File: src/rtl/booth_seq_mult.sv
// booth_seq_mult: iterative signed WxW radix-4 Booth multiplier time-sharing one booth_pp (latency PIPE).
// Optional BOOTH_SEQ_EARLY_TERM_EN: stop issuing digits once the remaining multiplier bits are pure sign.

module booth_pp #(
    parameter int unsigned W    = 8,
    parameter int unsigned PIPE = 0
) (
    input  logic         clk,
    input  logic         rst,
    input  logic [W-1:0] y,
    input  logic [2:0]   booth_bits,
    output logic [W:0]   pp,
    output logic         cpl
);
    logic [W:0] y1;
    logic [W:0] y2;
    logic [W:0] pp_c;
    logic       cpl_c;

    assign y1 = {y[W-1], y};
    assign y2 = {y, 1'b0};

    // Negative multiples are returned as one's complement; cpl supplies the +1.
    always_comb begin
        pp_c  = '0;
        cpl_c = 1'b0;
        case (booth_bits)
            3'b001, 3'b010: pp_c = y1;
            3'b011:         pp_c = y2;
            3'b100: begin
                pp_c  = ~y2;
                cpl_c = 1'b1;
            end
            3'b101, 3'b110: begin
                pp_c  = ~y1;
                cpl_c = 1'b1;
            end
            default: ;
        endcase
    end

    generate
        if (PIPE == 0) begin : g_comb
            logic unused_clk_rst;
            assign unused_clk_rst = &{clk, rst};
            assign pp  = pp_c;
            assign cpl = cpl_c;
        end else begin : g_pipe
            logic [W:0] pp_q  [PIPE];
            logic       cpl_q [PIPE];
            always_ff @(posedge clk or negedge rst) begin
                if (!rst) begin
                    for (int unsigned i = 0; i < PIPE; i++) begin
                        pp_q[i]  <= '0;
                        cpl_q[i] <= 1'b0;
                    end
                end else begin
                    pp_q[0]  <= pp_c;
                    cpl_q[0] <= cpl_c;
                    for (int unsigned i = 1; i < PIPE; i++) begin
                        pp_q[i]  <= pp_q[i-1];
                        cpl_q[i] <= cpl_q[i-1];
                    end
                end
            end
            assign pp  = pp_q[PIPE-1];
            assign cpl = cpl_q[PIPE-1];
        end
    endgenerate
endmodule

module booth_seq_mult #(
    parameter int unsigned W    = 8,
    parameter int unsigned PIPE = 0
) (
    input  logic           clk,
    input  logic           rst,
    input  logic           in_valid,
    output logic           in_ready,
    input  logic [W-1:0]   a,
    input  logic [W-1:0]   b,
    output logic           out_valid,
    input  logic           out_ready,
    output logic [2*W-1:0] product,
    output logic           busy
);
    localparam int unsigned ND = W / 2;
    localparam int unsigned IW = $clog2(ND);
    localparam int unsigned BW = $clog2(W + 1);
    localparam logic [IW-1:0] LAST = IW'(ND - 1);

    typedef enum logic [1:0] {IDLE, ISSUE, DRAIN, DONE} state_t;

    state_t         state, state_nx;
    logic           live;
    logic [W-1:0]   a_q;
    logic [W:0]     b_ext;
    logic [IW-1:0]  cnt;
    logic [2*W-1:0] acc;
    logic [BW-1:0]  sel;
    logic [2:0]     booth_bits;
    logic [W:0]     pp;
    logic           cpl;
    logic [2*W-1:0] pp_ext;
    logic [2*W-1:0] term;
    logic           accept;
    logic           issue;
    logic           stop_early;
    logic           last_issue;
    logic           em_valid;
    logic [IW-1:0]  em_idx;
    logic           head_busy;

    assign accept = (state == IDLE) && live && in_valid;
    assign issue  = (state == ISSUE);

    // b_ext = {b, 0}: bit 0 stands in for b[-1], so digit k is b_ext[2k+2:2k].
    assign sel        = BW'({cnt, 1'b0});
    assign booth_bits = b_ext[sel +: 3];

    booth_pp #(
        .W    (W),
        .PIPE (PIPE)
    ) u_pp (
        .clk        (clk),
        .rst        (rst),
        .y          (a_q),
        .booth_bits (booth_bits),
        .pp         (pp),
        .cpl        (cpl)
    );

`ifdef BOOTH_SEQ_EARLY_TERM_EN
    // Decided while issuing digit cnt: are b[W-1:2(cnt+1)-1] all sign copies?
    always_comb begin
        stop_early = 1'b1;
        for (int unsigned i = 0; i <= W; i++) begin
            if (i >= 2 * (32'(cnt) + 1) && b_ext[i] != b_ext[W]) stop_early = 1'b0;
        end
    end
`else
    assign stop_early = 1'b0;
`endif

    assign last_issue = (cnt == LAST) || stop_early;

    generate
        if (PIPE == 0) begin : g_trk0
            assign em_valid  = issue;
            assign em_idx    = cnt;
            assign head_busy = 1'b0;
        end else begin : g_trk
            logic          v_q   [PIPE];
            logic [IW-1:0] idx_q [PIPE];
            always_ff @(posedge clk or negedge rst) begin
                if (!rst) begin
                    for (int unsigned i = 0; i < PIPE; i++) begin
                        v_q[i]   <= 1'b0;
                        idx_q[i] <= '0;
                    end
                end else begin
                    v_q[0]   <= issue;
                    idx_q[0] <= cnt;
                    for (int unsigned i = 1; i < PIPE; i++) begin
                        v_q[i]   <= v_q[i-1];
                        idx_q[i] <= idx_q[i-1];
                    end
                end
            end
            // Only the tail entry may still be in flight on the DRAIN exit edge.
            always_comb begin
                head_busy = 1'b0;
                for (int unsigned i = 0; i + 1 < PIPE; i++) head_busy = head_busy | v_q[i];
            end
            assign em_valid = v_q[PIPE-1];
            assign em_idx   = idx_q[PIPE-1];
        end
    endgenerate

    assign pp_ext = {{(W-1){pp[W]}}, pp};
    assign term   = (pp_ext + {{(2*W-1){1'b0}}, cpl}) << {em_idx, 1'b0};

    always_comb begin
        state_nx = state;
        case (state)
            IDLE:    if (accept) state_nx = ISSUE;
            ISSUE:   if (last_issue) state_nx = (PIPE > 0) ? DRAIN : DONE;
            DRAIN:   if (!head_busy) state_nx = DONE;
            DONE:    if (out_ready) state_nx = IDLE;
            default: state_nx = IDLE;
        endcase
    end

    always_ff @(posedge clk or negedge rst) begin
        if (!rst) begin
            state <= IDLE;
            live  <= 1'b0;
            a_q   <= '0;
            b_ext <= '0;
            cnt   <= '0;
            acc   <= '0;
        end else begin
            state <= state_nx;
            live  <= 1'b1;
            if (accept) begin
                a_q   <= a;
                b_ext <= {b, 1'b0};
                cnt   <= '0;
                acc   <= '0;
            end else begin
                if (issue) cnt <= cnt + 1'b1;
                if (em_valid) acc <= acc + term;
            end
        end
    end

    assign in_ready  = (state == IDLE) && live;
    assign busy      = (state != IDLE);
    assign out_valid = (state == DONE);
    assign product   = out_valid ? acc : '0;
endmodule

File: config.mk
export PLATFORM = sky130hd
export DESIGN_NAME = booth_seq_mult
export DESIGN_NICKNAME = d
export VERILOG_FILES = /design/src/rtl/booth_seq_mult.sv
export SDC_FILE = /design/constraint.sdc
export NUM_CORES = 1
export LEC_CHECK = 0
export CELL_PAD_IN_SITES_DETAIL_PLACEMENT = 0
export CELL_PAD_IN_SITES_GLOBAL_PLACEMENT = 2
export CORE_MARGIN = 2
export CORE_UTILIZATION = 35
export CTS_BUF_LIST = sky130_fd_sc_hd__clkbuf_8
export CTS_CLUSTER_SIZE = 14
export DETAILED_ROUTE_END_ITERATION = 16
export PLACE_DENSITY = 0.8
export SLEW_MARGIN = 5
export SYNTH_ARGS = -nofsm -noshare
export SYNTH_HDL_FRONTEND = slang
export SYNTH_SLANG_ARGS = --single-unit
File: constraint.sdc
create_clock -name clk -period 5.58 [get_ports clk]
set_clock_uncertainty 0.05 [all_clocks]
set_input_delay 1.395 -clock clk [delete_from_list [all_inputs] [get_ports clk]]
set_output_delay 1.395 -clock clk [all_outputs]
set_load 0.005 [all_outputs]
# Yosys cells after proc, flatten, opt, wreduce, memory -nomap -nowiden
# Cells that the tools add are included.
# classes
n_addsub	3
n_eq_ne	13
shift	2
mux	11
n_bitwise	2
reduce_logical	9
# op_table
op	count
2-to-1 mux 16 bit	3
one-hot mux 9 bit (4 select lines)	1
NOT 9 bit	2
adder 16 bit	1
left shift 16 x 3 -> 16 bit	1
adder 9 x 2 -> 10 bit	1
2-to-1 mux 2 bit	5
equality test 3 bit, second input constant	3
variable part select 9 x 4 -> 3 bit	1
one-hot mux 2 bit (4 select lines)	1
equality test 2 bit, second input constant	3
equality test 3 x 2 -> 1 bit, second input constant	2
inequality test 2 bit, second input constant	2
nonzero test 2 bit	2
OR reduction 2 bit	2
equality test 3 x 1 -> 1 bit, second input constant	1
AND reduction 3 bit	1
OR reduction 3 bit	1
adder 2 x 1 -> 2 bit, second input constant	1
equality test 2 x 1 -> 1 bit, second input constant	1
logical AND 1 bit	2
zero test 2 bit	1
inequality test 2 x 1 -> 1 bit, second input constant	1
2-to-1 mux 1 bit	1
# totals
reg_bits	37
inputBits	20
out_inout_bits	19
elab_cells	46

# Longest topological paths before layout
# Gate-level depths: netlist (run 1).
# logic_depth
depth_word	9
mapped_depth	25
depth_no_buf	24

# By module
# From an unflattened synthesis (run 1), not the netlist that was laid out.
# hier_totals
hier_cells	372
area_unflattened_um2	3078.0
# modules_own_cells
mod	n_inst	cells_each	area_per_inst_um2	seq_area_each_um2
booth_seq_mult	1	336	2785.2	925.9
booth_pp	1	36	292.8	0.0

# Worst setup path before layout (run 1)
# No wires, ideal clock.
# synth_timing
path_kind	reg2reg
start	register cnt[0]
end	register acc[15]
setup_ps	150
arrival_time_ps	4641
t_required_ps	5380
path_slack_ps	738
path_stages_with_launch	22
n_path_buf	0
period_less_slack_ps	4842
path_cell_list	dfrtp_1 > mux4_2 > nand2b_1 > nand2_1 > xnor2_1 > nor2_1 > ha_1 > and2_2 > a221o_1 > and2_4 > a31o_2 > a21oi_1 > o22ai_1 > ha_1 > a21o_1 > a21oi_1 > nor3b_1 > nand3_1 > a41oi_1 > nor4b_2 > a2111oi_1 > o2111ai_1
# synth_between
elab_chain_cells	9
elab_cells_between_ends	17
cone_classes	add/sub: 2; eq/ne: 6; shift: 2; mux: 4; reduce/logical: 3
# synth_lines
element	line_no	text
from (decl)	98	logic [IW-1:0] cnt;
from (signal assigned)	211	if (issue) cnt <= cnt + 1'b1;
variable part select 9 x 4 -> 3 bit	119	assign booth_bits = b_ext[sel +: 3];
equality test 3 bit, or another cell as far along	27	case (booth_bits)
OR reduction 2 bit, or another cell as far along	n/a	
one-hot mux 9 bit (4 select lines) or 2-to-1 mux 1 bit (tied branches)	27	
adder 9 x 2 -> 10 bit	181	assign term = (pp_ext + {{(2*W-1){1'b0}}, cpl}) << {em_idx, 1'b0};
left shift 16 x 3 -> 16 bit (*)	181	
adder 16 bit (*)	212	if (em_valid) acc <= acc + term;
2-to-1 mux 16 bit (*)	212	
2-to-1 mux 16 bit (*)	205	if (accept) begin
to (signal assigned)	212	
to (decl)	99	logic [2*W-1:0] acc;
# Every way passes the cells marked *; elsewhere a longest branch is shown, timed or not. The select of a mux whose other input is x is not followed.
# A chain may end at the register's enable or synchronous reset.

# Worst setup path after layout (run 1)
# layout_timing
start	register cnt[1]
end	register acc[15]
# Same word-level chain as after synthesis.

==> results.md, run 1 <==
- Clock latency at the later pin of the worst-skew pair: 300 ps
- Post-DP HPWL: 6.19 mm
- Ant diodes: 0
- Mux contribution to synthesized area: 0.0748
- Crit Path Category: flop to flop
- Chip height: between 100 and 150 um
- Worst flop-to-flop path startpoint: cnt[1]$_DFFE_PN0P_
- Met2 Track Usage GR: 0.268
- Most Crowded Layer GR: met2
- First-pass GRT wire length: 14.2 mm
- GR Overflow Total: 0
- Worst-margin pin slew: between 900 and 1000 ps
- Synthesized area: 0.00343 mm2
- CTS H-tree depth: 2
- Drt wl/cell: roughly 14 um
- GRT met1 Usage: 0.241
- RePlAce Congestion: about 0.87
- CORE AREA: just under 0.01 mm2
- Fill cell count: a little over 1000
- Worst reg2reg path depth: 24
- Net count reported at finish: about 480
- Die width: 103 um
- DRC violations left: 0
- Worst EP required: about 5700 ps
- Largest net degree at the start of global routing: 38
- Worst hold path class: flop to flop
- Number of global-route vias before repair: 2941
- IO Port Bufs: 38
- Fin crit share: 0.927
- Setup tns final: 0 ps
- Drt first pass iters: 4
- Area after DPL: 0.00386 mm2
- Met3 Use GR: 0.0251
- Layout cells sized above 1: 0.0995
- Num CTS Buffers: 5
- DR vias/cell: about 5
- Setup ws final: 407 ps
- Setup bufs post-CTS: 0
- Detail Route Antenna Nets: 0
- Initial antenna violation count: 0
- Syn Inst Count: roughly 410
- Root Driver: clkbuf_8
- Critical Path End Type: flop
- Setup violations, final: 0
- Largest family of logic cells by synthesized area: simple AND/OR/NAND/NOR gates
- Status: completed
- Final Slew Violations: 0
- Critical path capture point: acc[15]$_DFFE_PN0P_
- CTS tree: done
- Final hold vios: 0
- Total Routed Length: just over 8 mm
- Synth Area in Simple Gates: 0.273
- Synth Area in XOR/XNOR: 0.0657
- Vias: approximately 2900
- Yosys Warn Count: 0
- Synth Area in Compound Gates: 0.171
- Sequential fraction of the synthesis area: 0.270
- Synth async-reset ratio: 1.00
- Slowest CP cell: dfrtp_2
- Worst EP arrival: 5290 ps
- Full die area: 0.0106 mm2
- Yosys cell types: 72
- EDFF count, synth: 0
- Reg-to-reg endpoint: acc[15]$_DFFE_PN0P_
- Reg area: about 900 um2
- Ports: 39
- CP peak stage delay: approximately 480 ps
- Max Buffers Root-to-Sink: 2
- Clock-pin slew on the worst setup and hold paths: 90 ps
- Multi-input logic area: approximately 0.0023 mm2
- Final instance area: 0.00399 mm2
- Register bit count reported by yosys: 37
- FF-to-FF setup slack: a little over 400 ps
- Synth Flop Type: dfrtp_1
- CP Launch Point: cnt[1]$_DFFE_PN0P_
- Pre-CTS setup slack: around 210 ps
- F_max: about 190 MHz
- RSZ-0062 raised after global routing: false
- Util after Layout: 0.414
- Adder-cell share of the synthesized area: 0.0862
- Rel. slew slack: 0.381
- Synthesized Nets: 454
- Critical Path, Cell by Cell: buf_4 -> and3b_2 -> a21oi_2 -> nand2b_1 -> nand2_1 -> xnor2_1 -> nor2_1 -> ha_1 -> and2_2 -> a221o_1 -> and2_4 -> nand3_2 -> xnor2_2 -> a21oi_1 -> o22ai_1 -> ha_1 -> a21o_1 -> a21oi_1 -> nor3b_1 -> nand3_1 -> a41oi_2 -> nor4b_2 -> a2111oi_1 -> o2111ai_1
- Gr usage total: 0.169
- # rows: 36
- P&R area growth vs syn: 16.4%
- Starting Density: 0.356
- Max-cap violation count: 0
- CTS Sinks: 37
- Min Tclk post-route: about 5200 ps
- Worst-path fanout max: 18
- DRT iter0 DRCs: 134
- Avg Cell Area, Syn: ~8.3 um2
- CP Launch Type: flop
==> final cells by class <==
cell class                      count  area share
Clock buffer                        5      0.0173
Clock inverter                      3      0.0116
Inverter                           12      0.0113
Multi-Input combinational cell    341       0.579
Sequential cell                    37       0.233
Tap cell                          133      0.0417
Timing Repair Buffer               44       0.106
==> flip-flops by register name, summed over array words and instances, names as in the netlist <==
signal,cells
live,1
state,2
acc,16
b_ext,8
a_q,8
cnt,2
==> worst min-delay path by stage <==
stage,startpoint,to,depth (start not counted)
after global placement,b_ext[1]$_DFFE_PN0P_,b_ext[1]$_DFFE_PN0P_,2
after floorplan,b_ext[1]$_DFFE_PN0P_,b_ext[1]$_DFFE_PN0P_,2
after CTS,b_ext[1]$_DFFE_PN0P_,b_ext[1]$_DFFE_PN0P_,2
after detailed placement,b_ext[1]$_DFFE_PN0P_,b_ext[1]$_DFFE_PN0P_,2
after global routing,b_ext[3]$_DFFE_PN0P_,b_ext[3]$_DFFE_PN0P_,2
final,b_ext[1]$_DFFE_PN0P_,b_ext[1]$_DFFE_PN0P_,2
==> metal layers <==
metal,vias to the layer above,wire [um]
met1,1377,4230
met2,58,3610
li1,1498,-
met5,-,0
met4,0,108
met3,8,315
==> repair_timing <==
action	4_1_cts	5_1_grt
hold buffers	0	0
resized for setup	0	4
endpoints found under the setup margin	0	1
==> placed cells by master (no fill, tap or decap), types with 5 or more instances in the layout <==
cell type and n:
clkdlybuf4s50_1 37, o22ai_1 5, and3_1 10, dfrtp_1 36, buf_4 5, inv_1 11, nor2_1 51, and2_1 22
ha_1 22, a211oi_1 6, nand2_1 62, clkbuf_8 5, nor3_1 8, nand3_1 13, xor2_1 9, xnor2_1 13
o21ai_0 8, a21oi_1 20, mux2i_1 13
==> stage by stage <==
step | std cells | hold WS (ps)
2_1_floorplan | 411 | 405
3_3_place_gp | 567 | 443
3_5_place_dp | 567 | 437
4_1_cts | 575 | 466
5_1_grt | 575 | 521
6_report | 575 | 461
==> cell usage after synthesis (3+ instances only) <==
cell type | n | area, um2
mux2i_1 | 13 | 130
xnor2_1 | 13 | 114
mux2_2 | 4 | 45.0
xor2_1 | 9 | 78.8
a21oi_1 | 20 | 100
nor3_1 | 8 | 40.0
and2_1 | 22 | 138
dfrtp_1 | 37 | 926
nand2_1 | 62 | 233
a221o_1 | 4 | 40.0
o21a_1 | 3 | 22.5
o22ai_1 | 5 | 31.3
a21o_1 | 4 | 30.0
nor2_1 | 51 | 191
a211oi_1 | 6 | 45.0
or3b_1 | 3 | 26.3
ha_1 | 22 | 275
o21ai_0 | 9 | 45.0
mux4_2 | 3 | 67.6
nand3_1 | 13 | 65.1
nand2b_1 | 3 | 18.8
inv_1 | 11 | 41.3
a31oi_1 | 4 | 25.0
buf_4 | 3 | 22.5
and3_1 | 10 | 62.6
clkbuf_1 | 10 | 37.5
buf_6 | 3 | 33.8
==> worst max-delay path: cells and delay by family, from the launching register on <==
kind                       cells  cell delay (ps)
DFF                            1              480
adders and majority gates      2              510
buffers and inverters          1              220
and+or+nand+nor               10             1430
AOI/OAI and AO/OA              9             2040
xor gates and xnor gates       2              280
==> cells by family after synthesis <==
family	after synthesis
xor gates and xnor gates	24
other	1
DFF	37
buffers and inverters	33
AOI/OAI and AO/OA	81
muxes	21
and+or+nand+nor	191
adders and majority gates	23
Power of run 1 is not shown: default switching activity piles up to over one toggle a cycle in this logic, so the estimate is an artifact.
==> run 2: changes to the inputs <==
--- a/config.mk
+++ b/config.mk
@@ -6,13 +6,13 @@
 export NUM_CORES = 1
 export LEC_CHECK = 0
 export CELL_PAD_IN_SITES_DETAIL_PLACEMENT = 0
-export CELL_PAD_IN_SITES_GLOBAL_PLACEMENT = 2
+export CELL_PAD_IN_SITES_GLOBAL_PLACEMENT = 1
 export CORE_MARGIN = 2
 export CORE_UTILIZATION = 35
 export CTS_BUF_LIST = sky130_fd_sc_hd__clkbuf_8
 export CTS_CLUSTER_SIZE = 14
 export DETAILED_ROUTE_END_ITERATION = 16
-export PLACE_DENSITY = 0.8
+export PLACE_DENSITY = 0.66
 export SLEW_MARGIN = 5
 export SYNTH_ARGS = -nofsm -noshare
 export SYNTH_HDL_FRONTEND = slang
==> results.md, run 2 (same netlist as run 1, synthesis figures left out) <==
- Starting Density: 0.356 (unchanged)
- Max-cap violation count: 0 (unchanged)
- Net count reported at finish: 483 (-0.21%)
- Met2 Track Usage GR: 0.269 (+0.000999)
- Hold_buf cts: 0 (unchanged)
- CP bufs+invs: 0 (-1)
- Pre-CTS setup slack: 129 ps (-82.1 ps)
- Chip height: 103 um (unchanged)
- Largest net degree at the start of global routing: 38 (unchanged)
- Drt wl/cell: 14.2 um (-1.2%)
- # rows: 36 (unchanged)
- Total Routed Length: 8.15 mm (-1.4%)
- Post-DP HPWL: 6.03 mm (-2.6%)
- Rel. slew slack: 0.375 (-0.00569)
- CP peak stage delay: 470 ps (about the same)
- Root Driver: clkbuf_8
- Most Crowded Layer GR: met2
- Max FFs per register: 16 (unchanged)
- Crit Path Category: flop to flop
- Gr usage total: 0.167 (-0.00264)
- Ports: 39 (unchanged)
- CTS H-tree depth: 2 (unchanged)
- IO Port Bufs: 38 (unchanged)
- Layout cells sized above 1: 0.0998 (+0.000226)
- Worst hold path class: flop to flop
- Final hold vios: 0 (unchanged)
- Worst EP arrival: 5240 ps (-50 ps)
- Die width: 103 um (unchanged)
- First-pass GRT wire length: 14.0 mm (-1.4%)
- Worst EP required: 5690 ps (about the same)
- CTS tree: done
- Full die area: 0.0106 mm2 (unchanged)
- Num CTS Buffers: 5 (unchanged)
- Fill cell count: 1026 (-0.39%)
- DRT iter0 DRCs: 157 (+17%)
- Most frequent cells in the layout: nand2_1 (62), nor2_1 (51), clkdlybuf4s50_1 (37)
- Critical Path, Cell by Cell: mux2_2 -> a21oi_2 -> nand2b_1 -> nand2_1 -> xnor2_1 -> nor2_1 -> ha_1 -> and2_2 -> a221o_1 -> and2_4 -> nand3_2 -> xnor2_2 -> a21oi_1 -> o22ai_1 -> ha_1 -> a21o_1 -> a21oi_1 -> nor3b_1 -> nand3_1 -> a41oi_2 -> nor4b_2 -> a2111oi_1 -> o2111ai_1
- Setup bufs post-CTS: 0 (unchanged)
- Setup tns final: 0 ps (unchanged)
- Multi-input logic area: 0.00232 mm2 (+0.32%)
- Fin crit share: 0.920 (-0.00689)
- Number of global-route vias before repair: 2848 (-3.2%)
- Top Registers: acc: 16 flops, a_q: 8 flops, b_ext: 8 flops
- RePlAce Congestion: 0.816 (-6.3%)
- CP delay by family, top: compound AO/OA/AOI/OAI gates
- DR vias/cell: 5.11 (-0.17%)
- F_max: 195 MHz (+0.75%)
- Min Tclk post-route: 5130 ps (-38.5 ps)
- GRT met1 Usage: 0.240 (-0.000820)
- P&R area growth vs syn: 15.8%
- Max Buffers Root-to-Sink: 2 (unchanged)
- Most common cell after layout, fill and taps aside: nand2_1
- Util after Layout: 0.412 (-0.00182)
- Final Slew Violations: 0 (unchanged)
- Drt first pass iters: 4 (unchanged)
- Status: completed
- FF-to-FF setup slack: 450 ps (+40 ps)
- Post-CTS Resized: 0 (unchanged)
- Top reg by flops: acc
- Detail Route Antenna Nets: 0 (unchanged)
- DRC violations left: 0 (unchanged)
- Ant diodes: 0 (unchanged)
- RSZ-0062 raised after global routing: false
- Worst-margin pin slew: 937 ps (+8.54 ps)
- Clock-pin slew on the worst setup and hold paths: 80 ps (about the same)
- CP Launch Type: flop
- GR Overflow Total: 0 (unchanged)
- Worst-path fanout max: 10 (-8)
- Reg area: 927 um2 (unchanged)
- Clock latency at the later pin of the worst-skew pair: 290 ps (about the same)
- Vias: 2931 (-0.34%)
- Critical Path End Type: flop
- Met3 Use GR: 0.0203 (-0.00475)
- Setup ws final: 445 ps (+38.5 ps)
- Initial antenna violation count: 0 (unchanged)
- Setup violations, final: 0 (unchanged)
- CORE AREA: 0.00964 mm2 (unchanged)
- Slowest CP cell: dfrtp_2
- CTS Sinks: 37 (unchanged)
[run 2: cell types whose count changed in the layout (fill, tap and decap cells not counted), sizes merged]
cell and delta:
buf -1, bufinv -1, clkbuf +2, clkinvlp -1
[run 2: worst register-to-register path, delay by kind of cell, from the launching register on]
| family | cells | cell delay (ps) |
|---|---|---|
| AND/OR/NAND/NOR | 9 | 1230 |
| flip-flops | 1 | 470 |
| AO/OA/AOI/OAI | 9 | 2050 |
| adder cells (fa/ha/maj) | 2 | 520 |
| XOR/XNOR | 2 | 270 |
| multiplexers | 1 | 400 |
[run 2: layout make-up]
type,count,area share
tap,133,0.0419
timing repair buffer,43,0.104
clock inverter,1,0.00126
multi-input combinational,341,0.584
clock buffer,7,0.0243
inverter,12,0.0113
sequential,37,0.234
[run 2: through the flow]
step / cells / hold slack, ps / area (um2)
finish: 574 / 470 / 3970
global route: 574 / 512 / 3970
CTS: 574 / 473 / 3950
detailed placement: 566 / 448 / 3850
global placement: 566 / 445 / 3850
floorplan: 411 / 405 / 3430
[run 2: final timing paths]
kind | start | end | cells past startpoint
setup / recovery | cnt[1]$_DFFE_PN0P_ | acc[15]$_DFFE_PN0P_ | 23
min in group asynchronous | rst | b_ext[6]$_DFFE_PN0P_ | 1
setup reg to reg | cnt[1]$_DFFE_PN0P_ | acc[15]$_DFFE_PN0P_ | 23
hold reg to reg | b_ext[1]$_DFFE_PN0P_ | b_ext[1]$_DFFE_PN0P_ | 2
hold / removal | b_ext[1]$_DFFE_PN0P_ | b_ext[1]$_DFFE_PN0P_ | 2
max in group asynchronous | rst | cnt[1]$_DFFE_PN0P_ | 1
[run 2: routing by layer]
| layer | part of all wire | wire, um |
|---|---|---|
| met1 | 0.51 | 4170 |
| met2 | 0.45 | 3650 |
| met3 | 0.031 | 254 |
| met4 | 0.0086 | 70 |
| met5 | 0 | 0 |
Power of run 2 is left out for the same reason.
==> run 3: changes to the inputs <==
--- a/config.mk
+++ b/config.mk
@@ -7,12 +7,10 @@
 export LEC_CHECK = 0
 export CELL_PAD_IN_SITES_DETAIL_PLACEMENT = 0
 export CELL_PAD_IN_SITES_GLOBAL_PLACEMENT = 1
-export CORE_MARGIN = 2
-export CORE_UTILIZATION = 35
-export CTS_BUF_LIST = sky130_fd_sc_hd__clkbuf_8
+export CORE_UTILIZATION = 43
 export CTS_CLUSTER_SIZE = 14
 export DETAILED_ROUTE_END_ITERATION = 16
-export PLACE_DENSITY = 0.66
+export PLACE_DENSITY = 0.79
 export SLEW_MARGIN = 5
 export SYNTH_ARGS = -nofsm -noshare
 export SYNTH_HDL_FRONTEND = slang
==> results.md, run 3 (same netlist as run 1, synthesis figures left out) <==
- Multi-input logic area: 0.00233 mm2 (+0.49%)
- Fill cell count: 730 (-29%)
- Post-DP HPWL: 5.93 mm (-1.6%)
- Clock-pin slew on the worst setup and hold paths: 80 ps (about the same)
- Final hold vios: 0 (unchanged)
- DRC violations left: 0 (unchanged)
- Drt wl/cell: 14.8 um (+4.3%)
- Layout cells sized above 1: 0.104 (+0.00383)
- Max Buffers Root-to-Sink: 2 (unchanged)
- CTS tree: done
- Worst flop-to-flop path startpoint: cnt[1]$_DFFE_PN0P_
- Hold Startpoint: b_ext[1]$_DFFE_PN0P_
- DRT iter0 DRCs: 141 (-10%)
- Top Registers: acc: 16 flops, a_q: 8 flops, b_ext: 8 flops
- Worst hold path class: flop to flop
- Max-cap violation count: 0 (unchanged)
- Chip height: 91.3 um (-11%)
- Most common cell after layout, fill and taps aside: nand2_1
- Top reg by flops: acc
- Num CTS Buffers: 5 (unchanged)
- F_max: 193 MHz (-0.68%)
- Crit Path Category: flop to flop
- Ports: 39 (unchanged)
- Worst-margin pin slew: 922 ps (-14.6 ps)
- Total Routed Length: 8.09 mm (-0.79%)
- First-pass GRT wire length: 13.9 mm (-0.59%)
- Reg-to-reg endpoint: acc[15]$_DFFE_PN0P_
- GR Overflow Total: 0 (unchanged)
- Final Slew Violations: 0 (unchanged)
- CP Launch Type: flop
- RSZ-0062 raised after global routing: false
- Min Tclk post-route: 5170 ps (+35.0 ps)
- Root Driver: clkbuf_8
- Most frequent cells in the layout: nand2_1 (62), nor2_1 (51), clkdlybuf4s50_1 (37)
- Vias: 2972 (+1.4%)
- Fin crit share: 0.927 (+0.00627)
- Rel. slew slack: 0.385 (+0.00973)
- Worst reg2reg path depth: 23 (unchanged)
- Initial antenna violation count: 0 (unchanged)
- CTS Sinks: 37 (unchanged)
- Worst hold path depth: 2 (unchanged)
- Critical Path End Type: flop
- Full die area: 0.00833 mm2 (-21%)
- Reg area: 927 um2 (unchanged)
- Net count reported at finish: 486 (+0.62%)
- Ant diodes: 0 (unchanged)
- CORE AREA: 0.00773 mm2 (-20%)
- # rows: 32 (-11%)
- Worst-path fanout max: 10 (unchanged)
- Drt first pass iters: 4 (unchanged)
- CTS H-tree depth: 2 (unchanged)
- Worst EP required: 5680 ps (about the same)
- Setup violations, final: 0 (unchanged)
- Die width: 91.3 um (-11%)
- Detail Route Antenna Nets: 0 (unchanged)
- Number of global-route vias before repair: 2818 (-1.1%)
- Worst Hold Path EP: b_ext[1]$_DFFE_PN0P_
- FF-to-FF setup slack: 410 ps (-40 ps)
- Worst EP arrival: 5270 ps (+30 ps)
- DR vias/cell: 5.44 (+6.6%)
- RePlAce Congestion: 0.819 (+0.34%)
- Largest net degree at the start of global routing: 38 (unchanged)
- Gr usage total: 0.208 (+0.0417)
- Status: completed
- Starting Density: 0.443 (+0.0880)
- Max FFs per register: 16 (unchanged)
- Setup tns final: 0 ps (unchanged)
- P&R area growth vs syn: 15.3%
- IO Port Bufs: 38 (unchanged)
- Clock latency at the later pin of the worst-skew pair: 290 ps (about the same)
run 3: cell types whose count changed in the layout (fill, tap and decap cells not counted), sizes merged:
cell | previous run | this run
clkinv | 2 | 3
clkbuf | 7 | 6
buf | 6 | 9
run 3: cell type report:
type / instances / share of cell area
inverters: 12 / 0.0114
repair buffers: 46 / 0.111
clock inverters: 2 / 0.00253
well taps: 102 / 0.0323
multi-input cells: 341 / 0.589
clock buffers: 6 / 0.0184
flip-flops and latches: 37 / 0.235
run 3: per-stage QoR:
step	utilization	hold slack (ps)	cells	setup slack [ps]	area, um2
final	0.511	480	546	410	3950
after floorplan	-	405	411	738	3430
after global placement	0.494	441	536	193	3820
after detailed placement	0.494	459	536	44.6	3820
after CTS	0.505	486	544	29.6	3900
after global routing	0.511	520	546	40.5	3950
run 3: critical path, cell delays in order (launching register included):
cell       delay (ps)
dfrtp_2           480
mux2_2            400
a21oi_2           240
nand2b_1          110
nand2_1           100
xnor2_1           120
nor2_1             60
ha_1              220
and2_1            150
a221o_1           360
and2_4            180
nand3_2           140
xnor2_2           170
a21oi_1           110
o22ai_1           170
ha_1              310
a21o_1            210
a21oi_1           220
nor3b_1           210
nand3_1           170
a41oi_4           260
nor4b_2            80
a2111oi_1         370
o2111ai_1         170
run 3: repair_timing:
action | in CTS | in global routing
setup buffers | 0 | 2
gates resized for setup | 0 | 6
endpoints found under the hold margin | 0 | 0
hold buffers | 0 | 0
setup endpoints to repair | 0 | 1
run 3: worst max path at each step:
stage / from / end / slack [ps] / cells past startpoint
finish: cnt[1]$_DFFE_PN0P_ / acc[15]$_DFFE_PN0P_ / 410 / 23
floorplan: cnt[0]$_DFFE_PN0P_ / acc[15]$_DFFE_PN0P_ / 740 / 21
global placement: cnt[0]$_DFFE_PN0P_ / acc[15]$_DFFE_PN0P_ / 190 / 21
detailed placement: cnt[0]$_DFFE_PN0P_ / acc[15]$_DFFE_PN0P_ / 40 / 20
global route: cnt[1]$_DFFE_PN0P_ / acc[15]$_DFFE_PN0P_ / 40 / 23
CTS: cnt[0]$_DFFE_PN0P_ / acc[15]$_DFFE_PN0P_ / 30 / 20
run 3: routing by layer:
layer | GRT usage | vias to the layer above | part of all wire
met3 | 0.0285 | 2 | 0.040
met5 | 0 | - | 0
met4 | 0.0423 | 0 | 0.0046
li1 | - | 1515 | -
met2 | 0.345 | 57 | 0.46
met1 | 0.290 | 1398 | 0.49
Power of run 3 is left out for the same reason.
